[src/rtl/inst_fetch_if.sv]
// Fetch-stage bus: instruction-memory port A read side plus the IF/ID register
// outputs and the stall/flush/redirect controls from later stages.
interface inst_fetch_if;
  logic [31:0] imem_addr;
  logic [31:0] imem_rdata;
  logic        stall;
  logic        flush;
  logic        redirect_valid;
  logic [31:0] redirect_pc;
  logic        if_id_valid;
  logic [31:0] if_id_inst;
  logic [31:0] if_id_pc;
  logic [31:0] if_id_pc4;
  logic [31:0] fetch_count;

  modport master (
    output imem_addr,
    input  imem_rdata,
    input  stall,
    input  flush,
    input  redirect_valid,
    input  redirect_pc,
    output if_id_valid,
    output if_id_inst,
    output if_id_pc,
    output if_id_pc4,
    output fetch_count
  );

  modport slave (
    input  imem_addr,
    output imem_rdata,
    output stall,
    output flush,
    output redirect_valid,
    output redirect_pc,
    input  if_id_valid,
    input  if_id_inst,
    input  if_id_pc,
    input  if_id_pc4,
    input  fetch_count
  );
endinterface

[src/rtl/inst_fetch.sv]
// Instruction fetch stage: PC, port A address, IF/ID register, fetch counter.
// Define INST_FETCH_ALIGN_CHECK_EN to trap misaligned redirects (fetch_fault, HALT).
module inst_fetch #(
  parameter logic [31:0] RESET_PC  = 32'h0000_0000,
  parameter int unsigned MEM_BYTES = 1024
) (
  input  logic         clk,
  input  logic         rst,
  inst_fetch_if.master bus
`ifdef INST_FETCH_ALIGN_CHECK_EN
  ,
  output logic         fetch_fault
`endif
);

  localparam logic [31:0] ADDR_MASK = 32'(MEM_BYTES - 1);

  typedef enum logic [1:0] {
    ST_BOOT,
    ST_RUN,
    ST_HALT
  } state_e;

  state_e      state_q, state_d;
  logic [31:0] pc_q, pc_d;
  logic        if_id_valid_q, if_id_valid_d;
  logic [31:0] if_id_inst_q, if_id_inst_d;
  logic [31:0] if_id_pc_q, if_id_pc_d;
  logic [31:0] if_id_pc4_q, if_id_pc4_d;
  logic [31:0] fetch_count_q, fetch_count_d;
  logic [31:0] pc_seq;
  logic [31:0] redirect_tgt;
`ifdef INST_FETCH_ALIGN_CHECK_EN
  logic        fetch_fault_q, fetch_fault_d;
`endif

  assign pc_seq = (pc_q + 32'd4) & ADDR_MASK;

`ifdef INST_FETCH_ALIGN_CHECK_EN
  assign redirect_tgt = bus.redirect_pc & ADDR_MASK;
`else
  assign redirect_tgt = {bus.redirect_pc[31:2], 2'b00} & ADDR_MASK;
  // Low target bits are dropped when alignment is not checked.
  logic unused_redirect_lsbs;
  assign unused_redirect_lsbs = ^bus.redirect_pc[1:0];
`endif

  always_comb begin
    state_d       = state_q;
    pc_d          = pc_q;
    if_id_valid_d = if_id_valid_q;
    if_id_inst_d  = if_id_inst_q;
    if_id_pc_d    = if_id_pc_q;
    if_id_pc4_d   = if_id_pc4_q;
    fetch_count_d = fetch_count_q;
`ifdef INST_FETCH_ALIGN_CHECK_EN
    fetch_fault_d = fetch_fault_q;
`endif
    unique case (state_q)
      ST_BOOT: begin
        state_d       = ST_RUN;
        if_id_valid_d = 1'b0;
      end
      ST_RUN: begin
        if (bus.redirect_valid) begin
          if_id_valid_d = 1'b0;
`ifdef INST_FETCH_ALIGN_CHECK_EN
          if (bus.redirect_pc[1:0] != 2'b00) begin
            fetch_fault_d = 1'b1;
            state_d       = ST_HALT;
          end else begin
            pc_d = redirect_tgt;
          end
`else
          pc_d = redirect_tgt;
`endif
        end else if (bus.flush) begin
          // Flush beats stall: bubble goes in and the PC still steps.
          if_id_valid_d = 1'b0;
          pc_d          = pc_seq;
        end else if (!bus.stall) begin
          if_id_inst_d  = bus.imem_rdata;
          if_id_pc_d    = pc_q;
          if_id_pc4_d   = pc_seq;
          if_id_valid_d = 1'b1;
          pc_d          = pc_seq;
          fetch_count_d = fetch_count_q + 32'd1;
        end
      end
      ST_HALT: begin
        if_id_valid_d = 1'b0;
      end
      default: begin
        state_d       = ST_BOOT;
        if_id_valid_d = 1'b0;
      end
    endcase
  end

  always_ff @(posedge clk) begin
    if (rst) begin
      state_q       <= ST_BOOT;
      pc_q          <= RESET_PC & ADDR_MASK;
      if_id_valid_q <= 1'b0;
      if_id_inst_q  <= '0;
      if_id_pc_q    <= '0;
      if_id_pc4_q   <= '0;
      fetch_count_q <= '0;
`ifdef INST_FETCH_ALIGN_CHECK_EN
      fetch_fault_q <= 1'b0;
`endif
    end else begin
      state_q       <= state_d;
      pc_q          <= pc_d;
      if_id_valid_q <= if_id_valid_d;
      if_id_inst_q  <= if_id_inst_d;
      if_id_pc_q    <= if_id_pc_d;
      if_id_pc4_q   <= if_id_pc4_d;
      fetch_count_q <= fetch_count_d;
`ifdef INST_FETCH_ALIGN_CHECK_EN
      fetch_fault_q <= fetch_fault_d;
`endif
    end
  end

  assign bus.imem_addr   = pc_q;
  assign bus.if_id_valid = if_id_valid_q;
  assign bus.if_id_inst  = if_id_inst_q;
  assign bus.if_id_pc    = if_id_pc_q;
  assign bus.if_id_pc4   = if_id_pc4_q;
  assign bus.fetch_count = fetch_count_q;
`ifdef INST_FETCH_ALIGN_CHECK_EN
  assign fetch_fault     = fetch_fault_q;
`endif

endmodule

[src/flat_wrapper.sv]
// flat-port wrapper written by rule: the top's interface ports become plain ports
module inst_fetch_flat 
#(
  parameter logic [31:0] RESET_PC  = 32'h0000_0000,
  parameter int unsigned MEM_BYTES = 1024
)
  (clk, rst, bus_imem_addr, bus_imem_rdata, bus_stall, bus_flush, bus_redirect_valid, bus_redirect_pc, bus_if_id_valid, bus_if_id_inst, bus_if_id_pc, bus_if_id_pc4, bus_fetch_count);
  inst_fetch_if bus_i ();
  input  logic clk;
  input  logic rst;
  output wire logic [$bits(bus_i.imem_addr)-1:0] bus_imem_addr;
  input wire logic [$bits(bus_i.imem_rdata)-1:0] bus_imem_rdata;
  input wire logic [$bits(bus_i.stall)-1:0] bus_stall;
  input wire logic [$bits(bus_i.flush)-1:0] bus_flush;
  input wire logic [$bits(bus_i.redirect_valid)-1:0] bus_redirect_valid;
  input wire logic [$bits(bus_i.redirect_pc)-1:0] bus_redirect_pc;
  output wire logic [$bits(bus_i.if_id_valid)-1:0] bus_if_id_valid;
  output wire logic [$bits(bus_i.if_id_inst)-1:0] bus_if_id_inst;
  output wire logic [$bits(bus_i.if_id_pc)-1:0] bus_if_id_pc;
  output wire logic [$bits(bus_i.if_id_pc4)-1:0] bus_if_id_pc4;
  output wire logic [$bits(bus_i.fetch_count)-1:0] bus_fetch_count;
  assign bus_imem_addr = bus_i.imem_addr;
  assign bus_i.imem_rdata = bus_imem_rdata;
  assign bus_i.stall = bus_stall;
  assign bus_i.flush = bus_flush;
  assign bus_i.redirect_valid = bus_redirect_valid;
  assign bus_i.redirect_pc = bus_redirect_pc;
  assign bus_if_id_valid = bus_i.if_id_valid;
  assign bus_if_id_inst = bus_i.if_id_inst;
  assign bus_if_id_pc = bus_i.if_id_pc;
  assign bus_if_id_pc4 = bus_i.if_id_pc4;
  assign bus_fetch_count = bus_i.fetch_count;
  inst_fetch #(.RESET_PC(RESET_PC), .MEM_BYTES(MEM_BYTES)) u_core (.clk(clk), .rst(rst), .bus(bus_i));
endmodule
[config.mk]
export PLATFORM = sky130hd
export DESIGN_NAME = inst_fetch_flat
export DESIGN_NICKNAME = d
export VERILOG_FILES = /design/src/rtl/inst_fetch_if.sv /design/src/rtl/inst_fetch.sv /design/src/flat_wrapper.sv
export SDC_FILE = /design/constraint.sdc
export NUM_CORES = 1
export LEC_CHECK = 0
export CORE_MARGIN = 3
export CORE_UTILIZATION = 35
export DETAILED_ROUTE_END_ITERATION = 10
export HOLD_SLACK_MARGIN = 0.03
export PLACE_DENSITY_LB_ADDON = 0.1
export SYNTH_ARGS = -nofsm -noshare
export SYNTH_HDL_FRONTEND = slang
export SYNTH_SLANG_ARGS = --single-unit
[constraint.sdc]
create_clock -name clk -period 1.8 [get_ports clk]
set_input_delay 0.36 -clock clk [delete_from_list [all_inputs] [get_ports clk]]
set_output_delay 0.36 -clock clk [all_outputs]
set_load 0.03 [all_outputs]
# Word-level counts from Yosys, hierarchy flattened
# Index checks and enable logic that the tools add are counted.
[word_totals]
regBits = 141
output_inout_bits = 161
word_cells = 25
[classes]
addsub = 2
n_eq_ne = 3
n_mux = 4
bitwise = 4
n_reduce_logical = 5
[op_table]
columns = ["op", "count"]
rows = [
  ["$mux 32", 3],
  ["$add 32x1->32 const B", 1],
  ["$add 10x3->10 const B", 1],
  ["$not 1->1", 4],
  ["$pmux 2 s2", 1],
  ["$reduce_and 4->1", 1],
  ["$reduce_or 4->1", 1],
  ["$ne 3x1->1 const B", 1],
  ["$eq 2x1->1 const B", 1],
  ["$eq 2x2->1 const B", 1],
  ["$logic_not 2->1", 1],
  ["$reduce_and 2->1", 1],
  ["$reduce_or 2->1", 1],
]

# Longest topological paths before layout
# Gate-level depths: netlist of the first run.
[depth]
ltp_word = 4
mapped_depth = 7
mapped_depth_nobuf = 6

# Worst setup path before layout of the first run
# OpenSTA, ideal clock, no wires.
[synth_timing]
kind = "reg2reg"
from = "register u_core.fetch_count_q[13] (netlist: u_core.bus.fetch_count[13])"
to = "register u_core.fetch_count_q[26] (netlist: u_core.bus.fetch_count[26])"
setup_ns = 0.128
arrival_ns = 1.713
slack_ns = -0.040
stages_incl_launch_ff = 7
path_buffers = 1
period_less_slack_ns = 1.840
path_cell_list = "dfxtp_1 > and4_1 > nand4_1 > clkbuf_1 > nor4_1 > xnor2_1 > nor2_1"
[synth_via]
elab_chain_len = 1
[synth_rtl]
columns = ["element", "line_no", "source"]
rows = [
  ["start, declared", "inst_fetch.sv:30", "logic [31:0] fetch_count_q, fetch_count_d;"],
  ["start signal, assigned", "inst_fetch.sv:119", "fetch_count_q <= fetch_count_d;"],
  ["$add 32x1->32", "inst_fetch.sv:87", "fetch_count_d = fetch_count_q + 32'd1;"],
]
# Every way passes these cells.
# A chain may end at the register's enable or synchronous reset.

# Worst setup path in the final report of the first run
[layout_timing]
from = "register u_core.fetch_count_q[9] (netlist: u_core.bus.fetch_count[9])"
to = "output bus_fetch_count[9]"
[layout_lines]
columns = ["element", "line_no", "source"]
rows = [
  ["end, declared", "flat_wrapper.sv:21", "output wire logic [$bits(bus_i.fetch_count)-1:0] bus_fetch_count;"],
]
# No word-level cell between the ends.

==> reports/results.tsv, run 1 <==
metric	value	unit
Final Hold Viols	0	
largest net degree at the start of global routing	70	
Fmax	570	MHz
YS warnings	0	
First-pass DRT Iterations	4	
CTS tree	yes	
worst hold-check path type	in2reg	
Worst Path Required	1.44	ns
wire length on met3	791	um
Final period util	97.5	%
Crit path buffers/inverters	1	
DIE AREA	13200	um^2
Post-Route M1 WL	4.87	mm
leading cell type in the layout, fill and taps excluded	nand2_1	
CP max FO	5	
antenna fix cells	0	
routability congestion estimate	0.767	
family with the most delay on the worst path	buffers and inverters	
final net count	741	
average size of a mapped cell	7.96	um^2
unrepaired setup endpoints after global routing	yes	
Critical Path, Cell by Cell	clkdlybuf4s50_1	
register area share after synthesis	43.3	%
H-tree depth	3	
Yosys top cell area share	43.3	%
Reg clk slew, reported paths	0.07	ns
MaxCap Viol Count	0	
status	complete, no violations	
antenna viol nets, final	0	
final core utilization	51.3	%
placed cell area	5550	um^2
Cell Area, Synth	4160	um^2
wirelength, routed	11.1	mm
crit path capture type	primary output	
Die Width	115	um
Clock Root Buffer	clkbuf_16	
CTS sink count	90	
WS Path Type	reg2out	
post-synth cell types	32	
Sum Neg Setup Slack	0	ns
skew final	0.00944	ns
area delta synth->final	42.0	%
Top FF cell, synth	dfxtp_1	
#FFs+latches synth	90	
CP startpoint kind	flop	
Pwr Total	4.62	mW
Fill cells	1106	
dpl hpwl	8.04	mm
Port Buffers	133	
Arr. time, crit path	1.39	ns
io pins	230	
uppermost layer routed	met4	
final instance area	5910	um^2
Clock Latency Late Sink	0.34	ns
vias after detailed routing	3740	
metal2 WL	5.27	mm
DR iter-0 viols	140	
first-pass GRT wire length	17.3	mm
# DRC	0	
Avg WL per Cell	13.5	um
Peak VDD IR	0.000403	V
synth top area cells	dfxtp_1, buf_4, nand2_1	
Overflow after GRT	0	
Via-to-Cell Ratio	4.57	
gr usage total	16.3	%
total CTS buffers	9	
Initial Utilization	36.1	%
number of synthesized flops with an enable pin	0	
Max Root-Sink Buffers	2	
P_leak	2.37	nW
Gate Count Post-Synth	523	
setup violators final	0	
power density over the cells	782	nW/um^2
Slowest Stage Delay on Critical Path	0.68	ns
area leader, netlist	dfxtp_1	
most frequent cells in the layout	nand2_1, clkdlybuf4s50_1, dfxtp_1	
initial antenna violation count	0	
Rows	39	
Die Ht	115	um
total core area	11500	um^2
Final Max Tran Viols	0	
ys async rst share	0	%
min Tclk post-route	1.75	ns
layout cells sized above 1	9.48	%
vias in the first global route	3435	
Crit-path slowest cell	clkdlybuf4s50_1	
state kept, by name, indices dropped and copies added, names as in the netlist:
signal and flops:
u_core.bus.fetch_count 32, u_core.bus.if_id_inst 32, u_core.bus.if_id_pc 8, u_core.bus.if_id_pc4 8
u_core.bus.if_id_valid 1, u_core.bus.imem_addr 8, u_core.state_q 1
cell families after synthesis:
logic type | Yosys count | share of synthesized area, %
muxes | 1 | 0.240
and+or+nand+nor | 213 | 22.4
xor gates and xnor gates | 33 | 6.94
DFF | 90 | 43.3
other | 1 | 0.0901
adders and majority gates | 2 | 0.601
buffers and inverters | 108 | 16.2
AOI/OAI and AO/OA | 75 | 10.2
power breakdown:
part	internal [mW]	switching (mW)
clock	1.16	0.799
combinational	0.197	0.412
sequential	2.03	0.0306
total	3.38	1.24
timing repair:
action / in CTS / in global routing
resized for setup: 33 / 9
setup endpoints to repair: 49 / 9
hold buffers: 0 / 0
setup buffers: 2 / 0
pin swaps: 1 / 1
cloned: 1 / 0
area by class of cell:
cell class / count / area (um^2) / share of cell area, %
Multi-Input combinational cell: 396 / 2000 / 33.8
Sequential cell: 90 / 1810 / 30.6
Timing Repair Buffer: 163 / 1570 / 26.6
Clock buffer: 11 / 253 / 4.28
Tap cell: 143 / 179 / 3.03
Clock inverter: 5 / 61.3 / 1.04
Inverter: 10 / 37.5 / 0.635
synth_stat cells (5+ instances only):
master / number
nand3_1: 16
xor2_1: 8
nand4_1: 5
buf_4: 72
nor2_1: 48
clkbuf_1: 25
xnor2_1: 25
and4_1: 5
a211oi_1: 6
dfxtp_1: 90
nand2_1: 110
nor4_1: 7
inv_1: 10
a21oi_1: 52
o21ai_0: 7
nor3_1: 12
worst paths after layout:
path | startpoint | end | slack [ns] | cells past startpoint
worst max-delay path | u_core.bus.fetch_count[9]$_SDFFE_PP0P_ | bus_fetch_count[9] | 0.05 | 1
worst min-delay path | rst | u_core.state_q[0]$_SDFFE_PP0N_ | 0.37 | 2
worst max register to register | u_core.bus.fetch_count[18]$_SDFFE_PP0P_ | u_core.bus.fetch_count[25]$_SDFFE_PP0P_ | 0.12 | 5
worst min register to register | u_core.bus.if_id_inst[10]$_SDFFE_PP0P_ | u_core.bus.if_id_inst[10]$_SDFFE_PP0P_ | 0.45 | 2
stage by stage:
step,hold slack (ns),instances,worst slack [ns]
global route,0.365,818,-0.0183
finish,0.367,818,0.0456
CTS,0.352,818,0.00409
floorplan,0.484,594,0.0125
global placement,0.441,799,-0.496
detailed placement,0.446,799,-0.548
worst register-to-register path, delay by kind of cell (launching register included):
kind          cells  cell delay [ns]
simple gates      4             0.98
flops             1             0.43
xor+xnor          1             0.16
routing by layer:
layer	track usage, %	vias up
met5	0	-
li1	-	1865
met2	27.0	139
met3	4.26	8
met4	5.16	0
met1	20.9	1728
Power figures use the tool's default switching activity.
==> inputs of run 2 (changes only) <==
CORE_UTILIZATION = 45   (was 35)
DONT_BUFFER_PORTS = 1   (was default)
==> reports/results.tsv, run 2 (synthesized netlist as in run 1, its figures left out) <==
metric	value	unit	change
status	complete, no violations		
Rows	34		-13%
most frequent cells in the layout	nand2_1, dfxtp_1, conb_1		
routability congestion estimate	0.797		+3.8%
vias in the first global route	2981		-13%
antenna fix cells	0		unchanged
vias after detailed routing	3350		-10%
total CTS buffers	9		unchanged
final net count	631		-15%
WS Path Type	reg2reg		
M3 GR Usage	7.44	%	+3.2 points
final core utilization	51.5	%	+0.19 points
initial antenna violation count	0		unchanged
layout cells sized above 1	14.3	%	+4.9 points
dpl hpwl	7.15	mm	-11%
Fmax	615	MHz	+7.9%
Die Width	102	um	-11%
Clock Root Buffer	clkbuf_8		
Clock Latency Late Sink	0.35	ns	about the same
clock share of power	35.9	%	-6.4 points
Via-to-Cell Ratio	4.98		+8.9%
met1 usage	21.0	%	+0.082 points
CTS sink count	90		unchanged
min Tclk post-route	1.63	ns	-0.129 ns
Pint	2.75	mW	-19%
power density over the cells	847	nW/um^2	+8.3%
Final period util	90.3	%	-7.2 points
leading cell type in the layout, fill and taps excluded	nand2_1		
Avg WL per Cell	14.4	um	+6.9%
final instance area	4560	um^2	-23%
worst hold-check path type	in2reg		
setup violators final	0		unchanged
Peak VDD IR	0.000580	V	+44%
switch share	28.8	%	+2.0 points
First-pass DRT Iterations	4		unchanged
crit path capture type	flop		
CP startpoint kind	flop		
Max Root-Sink Buffers	2		unchanged
area delta synth->final	9.50	%	
largest net degree at the start of global routing	89		+27%
DP Cell Count	655		-18%
Final Hold Viols	0		unchanged
wirelength, routed	9.72	mm	-12%
Initial Utilization	47.0	%	+11 points
P_leak	1.74	nW	-27%
Worst Path Required	2.04	ns	+0.60 ns
antenna viol nets, final	0		unchanged
Non-Filler Instances	673		-18%
placed cell area	4320	um^2	-22%
pre-CTS setup slack	0.0122	ns	+0.560 ns
MaxCap Viol Count	0		unchanged
WHS	0.0632	ns	-0.304 ns
Arr. time, crit path	1.87	ns	+0.48 ns
CP max FO	6		+1
unrepaired setup endpoints after global routing	no		
Reg power frac	54.3	%	+9.8 points
Pwr Total	3.86	mW	-16%
io pins	230		unchanged
met2 Usage GRT	30.3	%	+3.3 points
Final Max Tran Viols	0		unchanged
Die Ht	102	um	-11%
gr usage total	17.8	%	+1.4 points
H-tree depth	3		unchanged
DIE AREA	10400	um^2	-21%
total core area	8850	um^2	-23%
# DRC	0		unchanged
Overflow after GRT	0		unchanged
DR iter-0 viols	127		-9.3%
Sum Neg Setup Slack	0	ns	unchanged
skew final	0.0142	ns	+0.00481 ns
CTS tree	yes		
combinational power share	9.8	%	-3.4 points
Reg clk slew, reported paths	0.10	ns	+0.03 ns
sw power	1.11	mW	-10%
Final WS setup	0.175	ns	+0.129 ns
first-pass GRT wire length	14.8	mm	-15%
gr busiest metal	met2		
Port Buffers	0		-100%
run 2: changes by cell type in the layout (fill, tap and decap cells not counted), moves of 3 or more:
cell,delta
dlygate4sd2_1,-27
clkbuf_8,+7
buf_4,+25
dlymetal6s2s_1,-5
clkbuf_16,-9
clkdlybuf4s50_1,-100
buf_12,-3
run 2: final cells by class:
| class | count | area (um^2) |
|---|---|---|
| clock buffer | 9 | 124 |
| clock inverter | 7 | 73.8 |
| fill | 863 | 4290 |
| inverter | 10 | 37.5 |
| multi-input combinational | 396 | 1970 |
| sequential | 90 | 1810 |
| tap | 108 | 135 |
| timing repair buffer | 53 | 403 |
run 2: path summary, 6_finish.rpt:
kind | start | to | slack, ns | depth (start not counted)
min | rst | u_core.bus.fetch_count[14]$_SDFFE_PP0P_ | 0.06 | 1
max | u_core.bus.fetch_count[0]$_SDFFE_PP0P_ | u_core.bus.fetch_count[27]$_SDFFE_PP0P_ | 0.17 | 5
min reg2reg | u_core.bus.fetch_count[1]$_SDFFE_PP0P_ | u_core.bus.fetch_count[1]$_SDFFE_PP0P_ | 0.48 | 2
max reg2reg | u_core.bus.fetch_count[0]$_SDFFE_PP0P_ | u_core.bus.fetch_count[27]$_SDFFE_PP0P_ | 0.17 | 5
run 2: power by group through the flow:
stage / clock network (mW) / registers (mW) / logic, mW
final: 1.38 / 2.10 / 0.380
after global routing: 1.53 / 2.10 / 0.413
after CTS: 1.44 / 2.10 / 0.371
after detailed placement: 0 / 2.14 / 0.370
after global placement: 0 / 2.14 / 0.367
after floorplan: 0 / 2.17 / 0.438
run 2: routing by layer:
metal / part of all wire [%] / wire length [um]
met5: 0 / 0
met4: 0.55 / 53
met3: 9.2 / 896
met2: 51 / 4910
met1: 40 / 3860
run 2: worst max-delay path: stages, from the launching register on:
cell and delay [ns]:
dfxtp_2 0.37, and3_1 0.32, nand3_1 0.28, nor4_2 0.33
xnor2_1 0.16, nor2_1 0.05
run 2: timing repair:
action / 4_1_cts / 5_1_grt
endpoints found under the hold margin: 0 / 6
endpoints found under the setup margin: 0 / 4
resized for setup: 0 / 3
buffers inserted: 0 / 0
hold buffers: 0 / 2
==> inputs of run 3 (changes only) <==
CORE_MARGIN = default   (was 3)
SLEW_MARGIN = 20   (was default)
==> reports/results.tsv, run 3 (synthesized netlist as in run 1, its figures left out) <==
metric	value	unit	change
status	finished, violations left		
failing checks	DRC		
wirelength, routed	9.24	mm	-5.0%
Final period util	90.4	%	about the same
crit path capture type	flop		
r2r endpoint	u_core.bus.imem_addr[7]$_SDFFE_PP0P_		
vias in the first global route	3024		+1.4%
Pint	2.74	mW	-0.30%
initial antenna violation count	0		unchanged
Arr. time, crit path	1.93	ns	+0.06 ns
DP Cell Count	655		unchanged
WS Path Type	reg2reg		
power density over the cells	846	nW/um^2	-0.15%
P_leak	1.73	nW	-0.61%
dpl hpwl	6.57	mm	-8.1%
worst hold-check path type	in2reg		
antenna fix cells	0		unchanged
Reg power frac	54.8	%	+0.5 points
largest net degree at the start of global routing	89		unchanged
Fill cells	902		+4.5%
Hold Path Depth	1		unchanged
setup violators final	0		unchanged
CTS sink count	90		unchanged
Sum Neg Setup Slack	0	ns	unchanged
final instance area	4530	um^2	-0.69%
Clock Root Buffer	clkbuf_8		
unrepaired setup endpoints after global routing	no		
total CTS buffers	9		unchanged
vias after detailed routing	3294		-1.7%
H-tree depth	3		unchanged
CTS tree	yes		
io pins	230		unchanged
Non-Filler Instances	671		-0.30%
final net count	629		-0.32%
DR iter-0 viols	138		+8.7%
combinational power share	9.7	%	about the same
total core area	8850	um^2	unchanged
actual slew at the worst max-slew pin	0.492	ns	
CP startpoint kind	flop		
sw power	1.09	mW	-2.2%
Reg clk slew, reported paths	0.09	ns	about the same
reg2reg setup slack	0.17	ns	about the same
Die Ht	98.2	um	-3.9%
Port Buffers	0		unchanged
Critical Path Source	u_core.bus.imem_addr[2]$_SDFFE_PP0P_		
routability congestion estimate	0.787		-1.2%
worst hold endpoint	u_core.bus.fetch_count[15]$_SDFFE_PP0P_		
Clock Latency Late Sink	0.35	ns	about the same
first-pass GRT wire length	14.9	mm	+0.65%
layout cells sized above 1	14.0	%	-0.30 points
FF-to-FF Start	u_core.bus.imem_addr[2]$_SDFFE_PP0P_		
Fmax	615	MHz	about the same
Overflow after GRT	0		unchanged
Via-to-Cell Ratio	4.91		-1.4%
Final Max Tran Viols	0		unchanged
Rows	34		unchanged
CP max FO	4		-2
Max Root-Sink Buffers	2		unchanged
skew final	0.0107	ns	-0.00359 ns
Setup Fix Bufs, Post-CTS	0		unchanged
antenna viol nets, final	0		unchanged
area delta synth->final	8.75	%	
Final Hold Viols	0		unchanged
DIE AREA	9640	um^2	-7.7%
Avg WL per Cell	13.8	um	-4.7%
Die Width	98.2	um	-3.9%
min Tclk post-route	1.63	ns	+0.00161 ns
Peak VDD IR	0.000511	V	-12%
switch share	28.5	%	-0.39 points
Final WS setup	0.173	ns	-0.00160 ns
Initial Utilization	47.0	%	unchanged
MaxCap Viol Count	0		unchanged
pre-CTS setup slack	0.0763	ns	+0.0641 ns
Reg2Reg Depth	5		unchanged
gr usage total	19.1	%	+1.4 points
Slew HR	66.3	%	
First-pass DRT Iterations	10		+6
most frequent cells in the layout	nand2_1, dfxtp_1, conb_1		
# DRC	17		+17
clock share of power	35.5	%	-0.4 points
leading cell type in the layout, fill and taps excluded	nand2_1		
Worst Path Required	2.10	ns	+0.06 ns
placed cell area	4320	um^2	unchanged
Hold Path Origin	rst		
hold buffer count at CTS	0		unchanged
post-CTS resize count	0		unchanged
run 3: how the worst max path moves through the flow:
| stage | to | slack, ns |
|---|---|---|
| after detailed placement | u_core.bus.fetch_count[13]$_SDFFE_PP0P_ | 0.08 |
| final | u_core.bus.imem_addr[7]$_SDFFE_PP0P_ | 0.17 |
| after floorplan | u_core.bus.fetch_count[26]$_SDFFE_PP0P_ | 0.01 |
| after global routing | u_core.bus.fetch_count[26]$_SDFFE_PP0P_ | 0.03 |
| after CTS | u_core.bus.fetch_count[13]$_SDFFE_PP0P_ | 0.15 |
| after global placement | u_core.bus.fetch_count[13]$_SDFFE_PP0P_ | 0.07 |
run 3: per-layer routing:
layer  global-route usage (%)  vias up  wire length [um]
met1                     22.5     1494              3890
met2                     32.4      144              4410
met4                     6.66        0               206
met3                     6.59       17               732
li1                         -     1639                 -
met5                        0        -                 0
run 3: through the flow:
stage / util (%) / total power, mW / hold WS (ns)
final: 51.2 / 3.83 / 0.0664
after global routing: 51.2 / 3.99 / 0.0381
after CTS: 51.0 / 3.88 / 0.0471
after detailed placement: 48.9 / 2.51 / 0.437
after global placement: 48.9 / 2.51 / 0.432
after floorplan: - / 2.60 / 0.484
run 3: area by class of cell:
type	count	area (um^2)	share of cell area (%)
Multi-Input combinational cell	396	1970	43.5
Sequential cell	90	1810	40.0
Timing Repair Buffer	51	383	8.46
Tap cell	108	135	2.99
Clock buffer	10	128	2.82
Clock inverter	6	65.1	1.44
Inverter	10	37.5	0.829
run 3: worst max-delay path, cell delays in order, from the launching register on:
cell,delay (ns)
dfxtp_1,0.40
nand3_1,0.20
nor2_1,0.17
xnor2_1,0.11
a2111oi_0,0.52
a31o_2,0.18
run 3: power by group through the flow:
stage               combinational [mW]  clock [mW]  sequential [mW]
floorplan                        0.438           0             2.17
global placement                 0.365           0             2.14
detailed placement               0.368           0             2.14
CTS                              0.369        1.42             2.10
global route                     0.399        1.49             2.10
finish                           0.371        1.36             2.10
